`src/rtl/uart_pkg.sv`:
```
// rtl/uart_pkg.sv - shared baud encoding, tick terminal counts and rx FSM states
package uart_pkg;

    localparam logic [1:0] BAUD_2400  = 2'b00;
    localparam logic [1:0] BAUD_4800  = 2'b01;
    localparam logic [1:0] BAUD_9600  = 2'b10;
    localparam logic [1:0] BAUD_19200 = 2'b11;

    // Terminal counts for a 50 MHz clock at 16x oversampling.
    localparam int TC_2400  = 1301;
    localparam int TC_4800  = 650;
    localparam int TC_9600  = 325;
    localparam int TC_19200 = 162;

    localparam int TC_W = 16;

    typedef enum logic [2:0] {
        IDLE,
        START,
        DATA,
        PARITY,
        STOP
    } rx_state_t;

    // Rounded divisor minus one; reproduces the constants above at 50 MHz / 16x.
    function automatic int tick_terminal(input int clk_hz, input int oversample, input int baud);
        int div;
        div = baud * oversample;
        return ((clk_hz + div / 2) / div) - 1;
    endfunction

endpackage

```
`src/rtl/baud_tick_rx.sv`:
```
// rtl/baud_tick_rx.sv - oversample tick generator, restartable so sampling aligns to the start edge
module baud_tick_rx import uart_pkg::*; #(
    parameter logic [TC_W-1:0] TC_0 = TC_W'(TC_2400),
    parameter logic [TC_W-1:0] TC_1 = TC_W'(TC_4800),
    parameter logic [TC_W-1:0] TC_2 = TC_W'(TC_9600),
    parameter logic [TC_W-1:0] TC_3 = TC_W'(TC_19200)
) (
    input  logic       clock,
    input  logic       reset,
    input  logic       clear,
    input  logic [1:0] baud_rate,
    output logic       tick
);

    logic [TC_W-1:0] cnt;
    logic [TC_W-1:0] tc;

    always_comb begin
        tc = TC_3;
        case (baud_rate)
            BAUD_2400:  tc = TC_0;
            BAUD_4800:  tc = TC_1;
            BAUD_9600:  tc = TC_2;
            BAUD_19200: tc = TC_3;
        endcase
    end

    always_ff @(posedge clock) begin
        if (reset || clear) begin
            cnt <= '0;
        end else if (cnt >= tc) begin
            cnt <= '0;
        end else begin
            cnt <= cnt + 1'b1;
        end
    end

    assign tick = (cnt == tc) && !clear;

endmodule

```
`src/rtl/uart_rx_oversample.sv`:
```
// rtl/uart_rx_oversample.sv - oversampling UART receiver with optional parity and error flags
module uart_rx_oversample import uart_pkg::*; #(
    parameter int CLK_HZ     = 50_000_000,
    parameter int OVERSAMPLE = 16
) (
    input  logic       clock,
    input  logic       reset,
    input  logic       rx,
    input  logic [1:0] baud_rate,
    input  logic       parity_en,
    input  logic       parity_odd,
    output logic [7:0] data_out,
    output logic       data_valid,
    output logic       parity_error,
    output logic       framing_error,
    output logic       busy
);

    localparam int OSW = $clog2(OVERSAMPLE);
    localparam logic [OSW-1:0] MID_TICK  = OSW'(OVERSAMPLE / 2 - 1);
    localparam logic [OSW-1:0] LAST_TICK = OSW'(OVERSAMPLE - 1);

    localparam logic [TC_W-1:0] TC_0 = TC_W'(tick_terminal(CLK_HZ, OVERSAMPLE, 2400));
    localparam logic [TC_W-1:0] TC_1 = TC_W'(tick_terminal(CLK_HZ, OVERSAMPLE, 4800));
    localparam logic [TC_W-1:0] TC_2 = TC_W'(tick_terminal(CLK_HZ, OVERSAMPLE, 9600));
    localparam logic [TC_W-1:0] TC_3 = TC_W'(tick_terminal(CLK_HZ, OVERSAMPLE, 19200));

    rx_state_t      state;
    logic           rx_meta;
    logic           rx_sync;
    logic [OSW-1:0] os_cnt;
    logic [2:0]     bit_cnt;
    logic [7:0]     shift;
    logic           par_bit;
    logic [1:0]     cfg_baud;
    logic           cfg_par_en;
    logic           cfg_par_odd;
    logic           tick;
    logic           tick_clear;

    // Holding the divider at zero while idle puts every tick a fixed phase after the falling edge.
    assign tick_clear = (state == IDLE);

    baud_tick_rx #(
        .TC_0(TC_0),
        .TC_1(TC_1),
        .TC_2(TC_2),
        .TC_3(TC_3)
    ) u_tick (
        .clock    (clock),
        .reset    (reset),
        .clear    (tick_clear),
        .baud_rate(cfg_baud),
        .tick     (tick)
    );

    always_ff @(posedge clock) begin
        if (reset) begin
            rx_meta       <= 1'b1;
            rx_sync       <= 1'b1;
            state         <= IDLE;
            os_cnt        <= '0;
            bit_cnt       <= '0;
            shift         <= '0;
            par_bit       <= 1'b0;
            cfg_baud      <= BAUD_2400;
            cfg_par_en    <= 1'b0;
            cfg_par_odd   <= 1'b0;
            data_out      <= '0;
            data_valid    <= 1'b0;
            parity_error  <= 1'b0;
            framing_error <= 1'b0;
            busy          <= 1'b0;
        end else begin
            rx_meta    <= rx;
            rx_sync    <= rx_meta;
            data_valid <= 1'b0;
            case (state)
                IDLE: begin
                    if (!rx_sync) begin
                        state       <= START;
                        busy        <= 1'b1;
                        os_cnt      <= '0;
                        cfg_baud    <= baud_rate;
                        cfg_par_en  <= parity_en;
                        cfg_par_odd <= parity_odd;
                    end
                end
                START: begin
                    if (tick) begin
                        if (os_cnt == MID_TICK) begin
                            os_cnt <= '0;
                            if (!rx_sync) begin
                                state   <= DATA;
                                bit_cnt <= '0;
                            end else begin
                                state <= IDLE;
                                busy  <= 1'b0;
                            end
                        end else begin
                            os_cnt <= os_cnt + 1'b1;
                        end
                    end
                end
                DATA: begin
                    if (tick) begin
                        if (os_cnt == LAST_TICK) begin
                            os_cnt  <= '0;
                            shift   <= {rx_sync, shift[7:1]};
                            bit_cnt <= bit_cnt + 3'd1;
                            if (bit_cnt == 3'd7) begin
                                state <= cfg_par_en ? PARITY : STOP;
                            end
                        end else begin
                            os_cnt <= os_cnt + 1'b1;
                        end
                    end
                end
                PARITY: begin
                    if (tick) begin
                        if (os_cnt == LAST_TICK) begin
                            os_cnt  <= '0;
                            par_bit <= rx_sync;
                            state   <= STOP;
                        end else begin
                            os_cnt <= os_cnt + 1'b1;
                        end
                    end
                end
                STOP: begin
                    if (tick) begin
                        if (os_cnt == LAST_TICK) begin
                            os_cnt        <= '0;
                            state         <= IDLE;
                            busy          <= 1'b0;
                            data_out      <= shift;
                            data_valid    <= 1'b1;
                            framing_error <= ~rx_sync;
                            parity_error  <= cfg_par_en && ((^shift ^ par_bit) != cfg_par_odd);
                        end else begin
                            os_cnt <= os_cnt + 1'b1;
                        end
                    end
                end
                default: begin
                    state <= IDLE;
                    busy  <= 1'b0;
                end
            endcase
        end
    end

endmodule

```
`config.mk`:
```
export PLATFORM = sky130hd
export DESIGN_NAME = uart_rx_oversample
export DESIGN_NICKNAME = d
export VERILOG_FILES = /design/src/rtl/uart_pkg.sv /design/src/rtl/baud_tick_rx.sv /design/src/rtl/uart_rx_oversample.sv
export SDC_FILE = /design/constraint.sdc
export NUM_CORES = 1
export LEC_CHECK = 0
export CAP_MARGIN = 20
export CORE_MARGIN = 10
export CORE_UTILIZATION = 50
export CTS_CLUSTER_DIAMETER = 40
export DETAILED_ROUTE_END_ITERATION = 8
export DONT_BUFFER_PORTS = 1
export GPL_TIMING_DRIVEN = 0
export PLACE_DENSITY = 0.74
export SLEW_MARGIN = 15
export SYNTH_ARGS = -nofsm -noshare
export SYNTH_HDL_FRONTEND = slang
export SYNTH_SLANG_ARGS = --single-unit
```
`constraint.sdc`:
```
create_clock -name clock -period 6.5 [get_ports clock]
set_input_delay 1.3 -clock clock [delete_from_list [all_inputs] [get_ports clock]]
set_output_delay 1.3 -clock clock [all_outputs]
set_load 0.05 [all_outputs]
```
# ---- Yosys cells after proc, flatten, opt, wreduce, memory -nomap -nowiden
# Index checks and enable logic that the tools add are counted.
dict set report classes {
  n_eq_ne 25
  muxes 34
  add_sub_neg 3
  n_reduce_logical 21
  n_bitwise 5
  order_cmp 1
}
# op count
set op_table {}
lappend op_table {{$pmux 16 s4} 1}
lappend op_table {{$mux 3} 16}
lappend op_table {{$ne 2x2->1 const B} 12}
lappend op_table {{$mux 4} 5}
lappend op_table {{$add 16x1->16 const B} 1}
lappend op_table {{$eq 16x16->1} 1}
lappend op_table {{$ge 16x16->1} 1}
lappend op_table {{$pmux 3 s5} 1}
lappend op_table {{$pmux 4 s3} 1}
lappend op_table {{$reduce_and 10->1} 1}
lappend op_table {{$reduce_and 3->1} 3}
lappend op_table {{$reduce_xor 8->1} 1}
lappend op_table {{$mux 1} 7}
lappend op_table {{$reduce_and 7->1} 1}
lappend op_table {{$eq 3x2->1 const B} 2}
lappend op_table {{$eq 3x3->1 const B} 2}
lappend op_table {{$pmux 3 s2} 1}
lappend op_table {{$reduce_and 6->1} 1}
lappend op_table {{$reduce_or 3->1} 2}
lappend op_table {{$add 4x1->4 const B} 1}
lappend op_table {{$eq 2x2->1 const B} 2}
lappend op_table {{$eq 4x3->1 const B} 1}
lappend op_table {{$eq 4x4->1 const B} 1}
lappend op_table {{$not 1->1} 4}
lappend op_table {{18 further kinds} 20}
dict set report totals {
  reg_bits 53
  out_inout_bits 12
  inputBits 7
  wordCells 105
}

# ---- Longest topological paths before layout
# Gate-level depths: netlist of run 1.
dict set report logic_depth {
  word_depth 6
  ltp_mapped 9
  mapped_depth_nobuf 8
}

# ---- Hierarchy
# From an unflattened synthesis of run 1, not the netlist that was laid out.
dict set report hier_totals {
  cells_unflattened 306
  hier_area_um2 2755.1
}
# module n_inst seq_area_each_um2 area_per_inst_um2 cells_each
set modules_own_cells {}
lappend modules_own_cells {uart_rx_oversample 1 740.7 1810.5 205}
lappend modules_own_cells {baud_tick_rx 1 320.3 944.7 101}

# ---- Least setup slack after synthesis of run 1
# Ideal clock, no wire load.
dict set report synth_timing {
  kind {input -> register}
  start {input reset}
  end {register u_tick.cnt[10]}
  setup_ps 78
  stages 5
  t_required_ps 6422
  n_path_buf 1
  setup_slack_ps 4037
  arrival_ps 2385
  cell_sequence {or3_1 nor4_1 o21ai_0 clkbuf_1 nor3_1}
}
dict set report synth_via {
  elab_chain_len 2
}
# element line_no
set synth_lines {}
lappend synth_lines {{from (decl)} uart_rx_oversample.sv:7} ;# input logic reset,
lappend synth_lines {{$logic_or 1x1->1} baud_tick_rx.sv:29} ;# if (reset || clear) begin
lappend synth_lines {{$reduce_or 2->1 (no line)} -}
lappend synth_lines {{to (signal assigned)} baud_tick_rx.sv:34} ;# cnt <= cnt + 1'b1;
lappend synth_lines {{to (decl)} baud_tick_rx.sv:15} ;# logic [TC_W-1:0] cnt;
# Every way passes these cells.
# A chain may end at the register's enable or synchronous reset.

# ---- Final worst setup path of run 1
dict set report layout_timing {
  start {register cfg_baud[0]}
  end {register busy}
}
dict set report layout_via {
  elab_chain_len 6
  elab_cells_between_ends 10
  cone_classes {6 x eq/ne; 1 x mux; 3 x reduce/logical}
}
# element line_no
set layout_lines {}
lappend layout_lines {{from (decl)} uart_rx_oversample.sv:35} ;# logic [1:0] cfg_baud;
lappend layout_lines {{from (signal assigned)} uart_rx_oversample.sv:84} ;# cfg_baud <= baud_rate;
lappend layout_lines {{$eq 2x2->1 (tied with other cells)} baud_tick_rx.sv:20} ;# case (baud_rate)
lappend layout_lines {{$pmux 16 s4 *} baud_tick_rx.sv:20}
lappend layout_lines {{$eq 16x16->1 *} baud_tick_rx.sv:38} ;# assign tick = (cnt == tc) && !clear;
lappend layout_lines {{$logic_and 1x1->1 *} baud_tick_rx.sv:38}
lappend layout_lines {{$ne 2x2->1 (no line)} -}
lappend layout_lines {{$reduce_and 7->1 (no line) *} -}
lappend layout_lines {{to (signal assigned)} uart_rx_oversample.sv:73} ;# busy <= 1'b0;
lappend layout_lines {{to (signal assigned)} uart_rx_oversample.sv:82} ;# busy <= 1'b1;
lappend layout_lines {{to (signal assigned)} uart_rx_oversample.sv:98} ;# busy <= 1'b0;
lappend layout_lines {{to (decl)} uart_rx_oversample.sv:16} ;# output logic busy
# Every way passes the cells marked *; elsewhere a longest branch is shown, timed or not. The select of a mux whose other input is x is not followed.

==> results.txt, run 1 <==
Sw power: 139.5 uW
Area growth syn-to-layout: 7.614%
Tcrit/Tclk final: 43.15%
Final hold violations: 0
Worst R2R Start: cfg_baud[0]$_SDFFE_PP0P_
Worst skew pair latency: 0.32 ns
Std-Cell Rows: 26
Slew margin rel.: 55.73%
Initial antenna violation count: 0
# setup viols final: 0
Final net count: 314
Comb power frac: 4.2%
Crit path required time: 6.69 ns
CP Data Arrival Time: 3.00 ns
Max Cap Violations: 0
N_diodes: 0
Leakage Power: 0.001187 uW
Total global-route track usage: 12.34%
Crit path time final: 2.805 ns
Core box area: 5042 sq um
Max Freq: 356.6 MHz
Clock group share of total power: 36.2%
Syn. warnings: 0
Die X-Extent: 91.83 um
Buffers on Ports: 0
TritonCTS clock tree: yes
Via count: 1957
DRC: 0
Worst setup SP type: flip-flop
HP Class: flip-flop to flip-flop
Largest stage delay on the critical path: 0.53 ns
HPWL after DPL: 3.734 mm
Min-Delay Startpoint: rx_meta$_SDFF_PP1_
DRT Pass-1 Iters: 4
Number of global-route vias before repair: 1886
WS Path Type: flip-flop to flip-flop
Mapped Cells: 282
Sequential element share of the synthesized area: 41.13%
TNS Setup: 0 ns
Clock Skew: 0.01123 ns
Cell variety after synth: 46
Htree depth: 2
Placed cell area: 2679 sq um
Chip Height: 91.83 um
Cell Area, Synth: 2580 sq um
Starting Density: 51.17%
Worst path cell trace: or2_2 -> ha_1 -> nand4b_1 -> nor4_4 -> buf_4 -> nand4_1 -> a2111oi_0 -> nor3_1
Hold WS: 0.4263 ns
Setup crit start: cfg_baud[0]$_SDFFE_PP0P_
Post-synth ARST share: 0%
Synth Flop Type: dfxtp_1
Tightest Pin Transition: 0.6473 ns
Final wirelength: 5.083 mm
Setup Buffers After CTS: 0
Layout cell share with drive strength beyond 1: 7.850%
Register share of total power: 59.6%
Slowest cell on the critical path: nor4_4
Pins Over Slew Limit: 0
Post-synth EDFFs: 0
ANT nets after route: 0
Clock root cell: clkbuf_8
Maximum fanout along the worst path: 10
Cts repair resizes: 0
CTS Hold Buffers Added: 0
Num CTS Buffers: 5
Routed WL per cell: 14.00 um
VDD IR-drop max: 0.0001508 V
Die ar.: 8433 sq um
Status: finished, final reports clean
Mapped Avg Cell Area: 9.149 sq um
Global route overflow: 0
Power Internal: 417.3 uW
Switching share of power: 25.06%
P per Cell Area: 200.6 nW/um^2
Clock Path Buffers: 2
DP Worst Slack: 3.749 ns
GPL Wtd Cong: 0.9051
Reg clk slew, reported paths: 0.11 ns
Largest net degree at the start of global routing: 20
Detail-routed via count per cell: 5.391
Design area: 2776 sq um
RSZ-0062 raised after global routing: false
First-iteration detailed-routing DRC count: 64
Clk sinks: 53
First-pass GRT wire length: 8.645 mm
Crit end category: flip-flop
PnR worst setup slack: 3.695 ns
Seq cells post-synth: 53
Ports: 19
[worst paths after layout]
path	to	slack [ns]	cells after the start
setup / recovery	busy$_SDFFE_PP0P_	3.70	8
hold reg to reg	rx_sync$_SDFF_PP1_	0.43	1
setup reg to reg	busy$_SDFFE_PP0P_	3.70	8
hold / removal	rx_sync$_SDFF_PP1_	0.43	1
[power by group through the flow]
stage / combinational [uW] / clock (uW) / sequential [uW]
after global placement: 22.6 / 0 / 339
after CTS: 23.3 / 205 / 332
after global routing: 26.4 / 218 / 333
after detailed placement: 23.2 / 0 / 339
after floorplan: 18.4 / 0 / 339
final: 23.3 / 202 / 332
[cell type report]
type,count,area (sq um)
Clock buffer,5,68.82
Tap cell,70,87.58
Clock inverter,3,28.78
Buffer,15,62.56
Multi-Input combinational cell,211,1445
Sequential cell,53,1061
Fill cell,444,2266
Inverter,6,22.52
[metal layers]
metal  vias to the layer above  part of all wire [%]  GRT usage (%)
met2                        47                    45          20.08
li1                       1020                     -              -
met5                         -                     0              0
met4                         0                   1.3          4.884
met1                       882                    48          15.11
met3                         8                   5.8          3.423
[logic make-up (layout without fill, tap and decap cells)]
| family | count (synthesis) | after routing | synth area share (%) |
|---|---|---|---|
| other | 1 | 4 | 0.1454 |
| xor gates and xnor gates | 18 | 18 | 6.644 |
| AOI/OAI and AO/OA | 39 | 39 | 9.506 |
| buffers and inverters | 21 | 29 | 3.298 |
| and+or+nand+nor | 112 | 112 | 23.04 |
| adders and majority gates | 15 | 15 | 7.274 |
| DFF | 53 | 53 | 41.13 |
| muxes | 23 | 23 | 8.972 |
[registers in the layout (all words and copies together), names as in the netlist]
register	cells
rx_sync	1
rx_meta	1
shift	8
u_tick.cnt	16
parity_error	1
par_bit	1
state	3
data_valid	1
cfg_par_odd	1
data_out	8
busy	1
bit_cnt	3
cfg_baud	2
os_cnt	4
framing_error	1
cfg_par_en	1
[cells in the mapped netlist (all sizes together), types with 2 or more instances]
master,n,share of area (%)
dfxtp,53,41
nor2,33,4.8
mux2i,22,8.5
nand2,17,2.5
nor3,16,3.3
ha,15,7.3
a21oi,13,2.5
clkbuf,11,1.6
xnor2,10,3.4
nand4,8,1.9
o21ai,8,1.6
nand3,7,1.4
xor2,7,2.4
inv,6,0.87
or2,6,1.5
a21o,5,1.5
buf,4,0.82
nor4,4,1.6
a2111oi,3,1.0
and3,3,0.73
nand4b,3,1.0
nor3b,3,0.87
or4,3,1.0
a31oi,2,0.48
nand2b,2,0.48
o31ai,2,0.58
or3,2,0.48
or3b,2,0.68
[critical path: cells and delay by family, from the launching register on]
kind                     cells  cell delay (ns)
AO/OA/AOI/OAI                1             0.40
buffers and inverters        1             0.26
flip-flops                   1             0.40
adder cells (fa/ha/maj)      1             0.30
AND/OR/NAND/NOR              5             1.31
[cells in the final DEF, fill, tap and decap left out, types with 2 or more instances in the layout]
cell	count
ha_1	15
nand3_1	7
nor3b_1	3
or4_1	2
o31ai_1	2
a21o_1	5
conb_1	4
buf_2	2
a2111oi_0	3
a21oi_1	13
nand4b_1	3
or2_2	6
nor4_1	3
xor2_1	7
xnor2_1	10
nand2b_1	2
nand2_1	17
a31oi_1	2
o21ai_0	8
nand4_1	8
nor2_1	33
nor3_1	15
inv_1	6
dfxtp_1	53
clkbuf_8	5
clkbuf_1	11
or3_1	2
and3_1	3
mux2i_1	22
[through the flow]
stage / util, % / total power, uW / std cells
2_1_floorplan: - / 357.0 / 285
3_3_place_gp: 53.13 / 361.9 / 355
3_5_place_dp: 53.13 / 362.6 / 355
4_1_cts: 55.06 / 560.7 / 363
5_1_grt: 55.06 / 577.6 / 363
6_report: 55.06 / 556.8 / 363
(Power assumes the default switching activity.)
==> run 2: changes to the inputs <==
PLACE_DENSITY = 0.77   (was 0.74)
clock period = 2.44 ns   (was 6.5 ns; I/O delays follow)
==> results.txt, run 2 (same netlist as run 1, synthesis figures left out) <==
Worst path cell trace: or2_4 -> ha_4 -> nand4_1 -> nor4_4 -> buf_4 -> a32oi_4 -> or4_4 -> o31ai_2
Maximum fanout along the worst path: 5
Fill count: 414
Total global-route track usage: 12.98%
Worst R2R Start: cfg_baud[1]$_SDFFE_PP0P_
Hold WS: 0.2611 ns
Hold path depth: 1
Core box area: 5042 sq um
Tcrit/Tclk final: 101.5%
Global route overflow: 0
Crit path required time: 2.68 ns
Cell family with most CP delay: simple AND/OR/NAND/NOR gates
Buffers on Ports: 0
Layout cell share with drive strength beyond 1: 17.11%
Comb power frac: 5.1%
First-pass GRT wire length: 9.225 mm
DRT Pass-1 Iters: 4
Htree depth: 2
Ports: 19
Multi-input combinational cell area: 1562 sq um
Max Freq: 404.0 MHz
Reg clk slew, reported paths: 0.11 ns
Sw power: 384.1 uW
PnR worst setup slack: -0.03552 ns
Chip Height: 91.83 um
Regs by FF count: u_tick.cnt (16), data_out (8), shift (8)
Crit path time final: 2.476 ns
Placed cell area: 2679 sq um
HPWL after DPL: 3.779 mm
Slew margin rel.: 54.03%
Number of global-route vias before repair: 1979
Num CTS Buffers: 5
Die X-Extent: 91.83 um
Area growth syn-to-layout: 17.02%
Detail-routed via count per cell: 5.573
Final hold violations: 0
Std-Cell Rows: 26
Critical path buffer and inverter count: 1
Min-Delay Startpoint: rx
Leakage Power: 0.001268 uW
Final net count: 325
Slowest cell on the critical path: or4_4
Starting Density: 51.17%
TritonCTS clock tree: yes
Worst skew pair latency: 0.32 ns
Routed WL per cell: 15.19 um
Hold Path End: rx_meta$_SDFF_PP1_
P per Cell Area: 497.4 nW/um^2
Design area: 3019 sq um
Max Cap Violations: 0
Worst setup SP type: flip-flop
Commonest non-fill, non-tap cell in the layout: dfxtp_1
Largest net degree at the start of global routing: 20
Tightest Pin Transition: 0.6858 ns
Register share of total power: 58.8%
Reg-to-Reg End: state[1]$_SDFFE_PP0P_
Power Internal: 1117 uW
Largest stage delay on the critical path: 0.58 ns
Final wirelength: 5.696 mm
CP Data Arrival Time: 2.72 ns
Initial antenna violation count: 1
Crit end category: flip-flop
Clk sinks: 53
WS Path Type: flip-flop to flip-flop
Register area: 1069 sq um
Pins Over Slew Limit: 0
DRC: 0
Via count: 2090
Clock Path Buffers: 2
Die ar.: 8433 sq um
Clock group share of total power: 36.1%
R2R cell count: 8
Status: finished, violations left
Largest register FFs: 16
First-iteration detailed-routing DRC count: 134
TNS Setup: -0.05067 ns
GPL Wtd Cong: 0.8529
Top reg by flops: u_tick.cnt
Most frequent cells in the layout: 51 x dfxtp_1, 32 x nor2_1, 21 x mux2i_1
VDD IR-drop max: 0.0004159 V
CTS Hold Buffers Added: 0
Switching share of power: 25.58%
ANT nets after route: 0
# setup viols final: 2
Failing checks: negative setup slack
Flop-to-flop setup slack: -0.04 ns
Clock Skew: 0.008700 ns
HP Class: input pin to flip-flop
Clock root cell: clkbuf_8
RSZ-0062 raised after global routing: true
==> run 2: how the worst max path moves through the flow <==
stage          depth (start not counted)                     start               endpoint  slack [ns]
2_1_floorplan                          8  cfg_baud[0]$_SDFFE_PP0P_      busy$_SDFFE_PP0P_        0.04
3_3_place_gp                           8  cfg_baud[0]$_SDFFE_PP0P_      busy$_SDFFE_PP0P_       -0.31
3_5_place_dp                           8  cfg_baud[0]$_SDFFE_PP0P_      busy$_SDFFE_PP0P_       -0.34
4_1_cts                                8  cfg_baud[0]$_SDFFE_PP0P_  state[1]$_SDFFE_PP0P_        0.01
5_1_grt                                8  cfg_baud[1]$_SDFFE_PP0P_  state[1]$_SDFFE_PP0P_       -0.17
6_report                               8  cfg_baud[1]$_SDFFE_PP0P_  state[1]$_SDFFE_PP0P_       -0.04
==> run 2: final cells by class <==
cell class / count / area share, %
diodes: 1 / 0.08288
multi-input cells: 211 / 51.72
clock inverters: 3 / 0.9532
well taps: 70 / 2.901
plain buffers: 15 / 2.652
repair buffers: 11 / 3.274
inverters: 6 / 0.7460
clock buffers: 5 / 2.279
flip-flops and latches: 53 / 35.39
==> run 2: stage by stage <==
step	setup WS (ns)	std cells	utilization (%)	total power, uW
floorplan	0.04388	285	-	951.0
global placement	-0.3080	355	53.13	963.9
detailed placement	-0.3363	355	53.13	965.7
CTS	0.009677	370	56.65	1495
global route	-0.1730	375	59.88	1552
finish	-0.03552	375	59.88	1502
==> run 2: repair_timing <==
item                                    4_1_cts  5_1_grt
buffers inserted                              7        5
endpoints found under the setup margin       21       29
pin swaps                                     5       15
gates cloned                                  0        0
resized for setup                            11       24
==> run 2: per-layer routing <==
| layer | GRT usage (%) | share of wire [%] | vias to the layer above |
|---|---|---|---|
| met2 | 21.21 | 49 | 55 |
| met3 | 4.075 | 6.5 | 7 |
| met1 | 16.06 | 43 | 984 |
| li1 | - | - | 1044 |
| met4 | 3.728 | 1.1 | 0 |
| met5 | 0 | 0 | - |
==> run 2: power by group through the flow <==
| stage | Clock, uW | Sequential, uW | Combinational, uW |
|---|---|---|---|
| floorplan | 0 | 902 | 49.1 |
| global placement | 0 | 904 | 59.9 |
| detailed placement | 0 | 904 | 61.6 |
| CTS | 547 | 883 | 65.3 |
| global route | 582 | 884 | 85.6 |
| finish | 542 | 882 | 77.0 |
==> run 3: changes to the inputs <==
HOLD_SLACK_MARGIN = 0.02   (was default)
==> results of run 3 <==
Same layout as run 2: the final DEF is identical, and so are final timing and power.
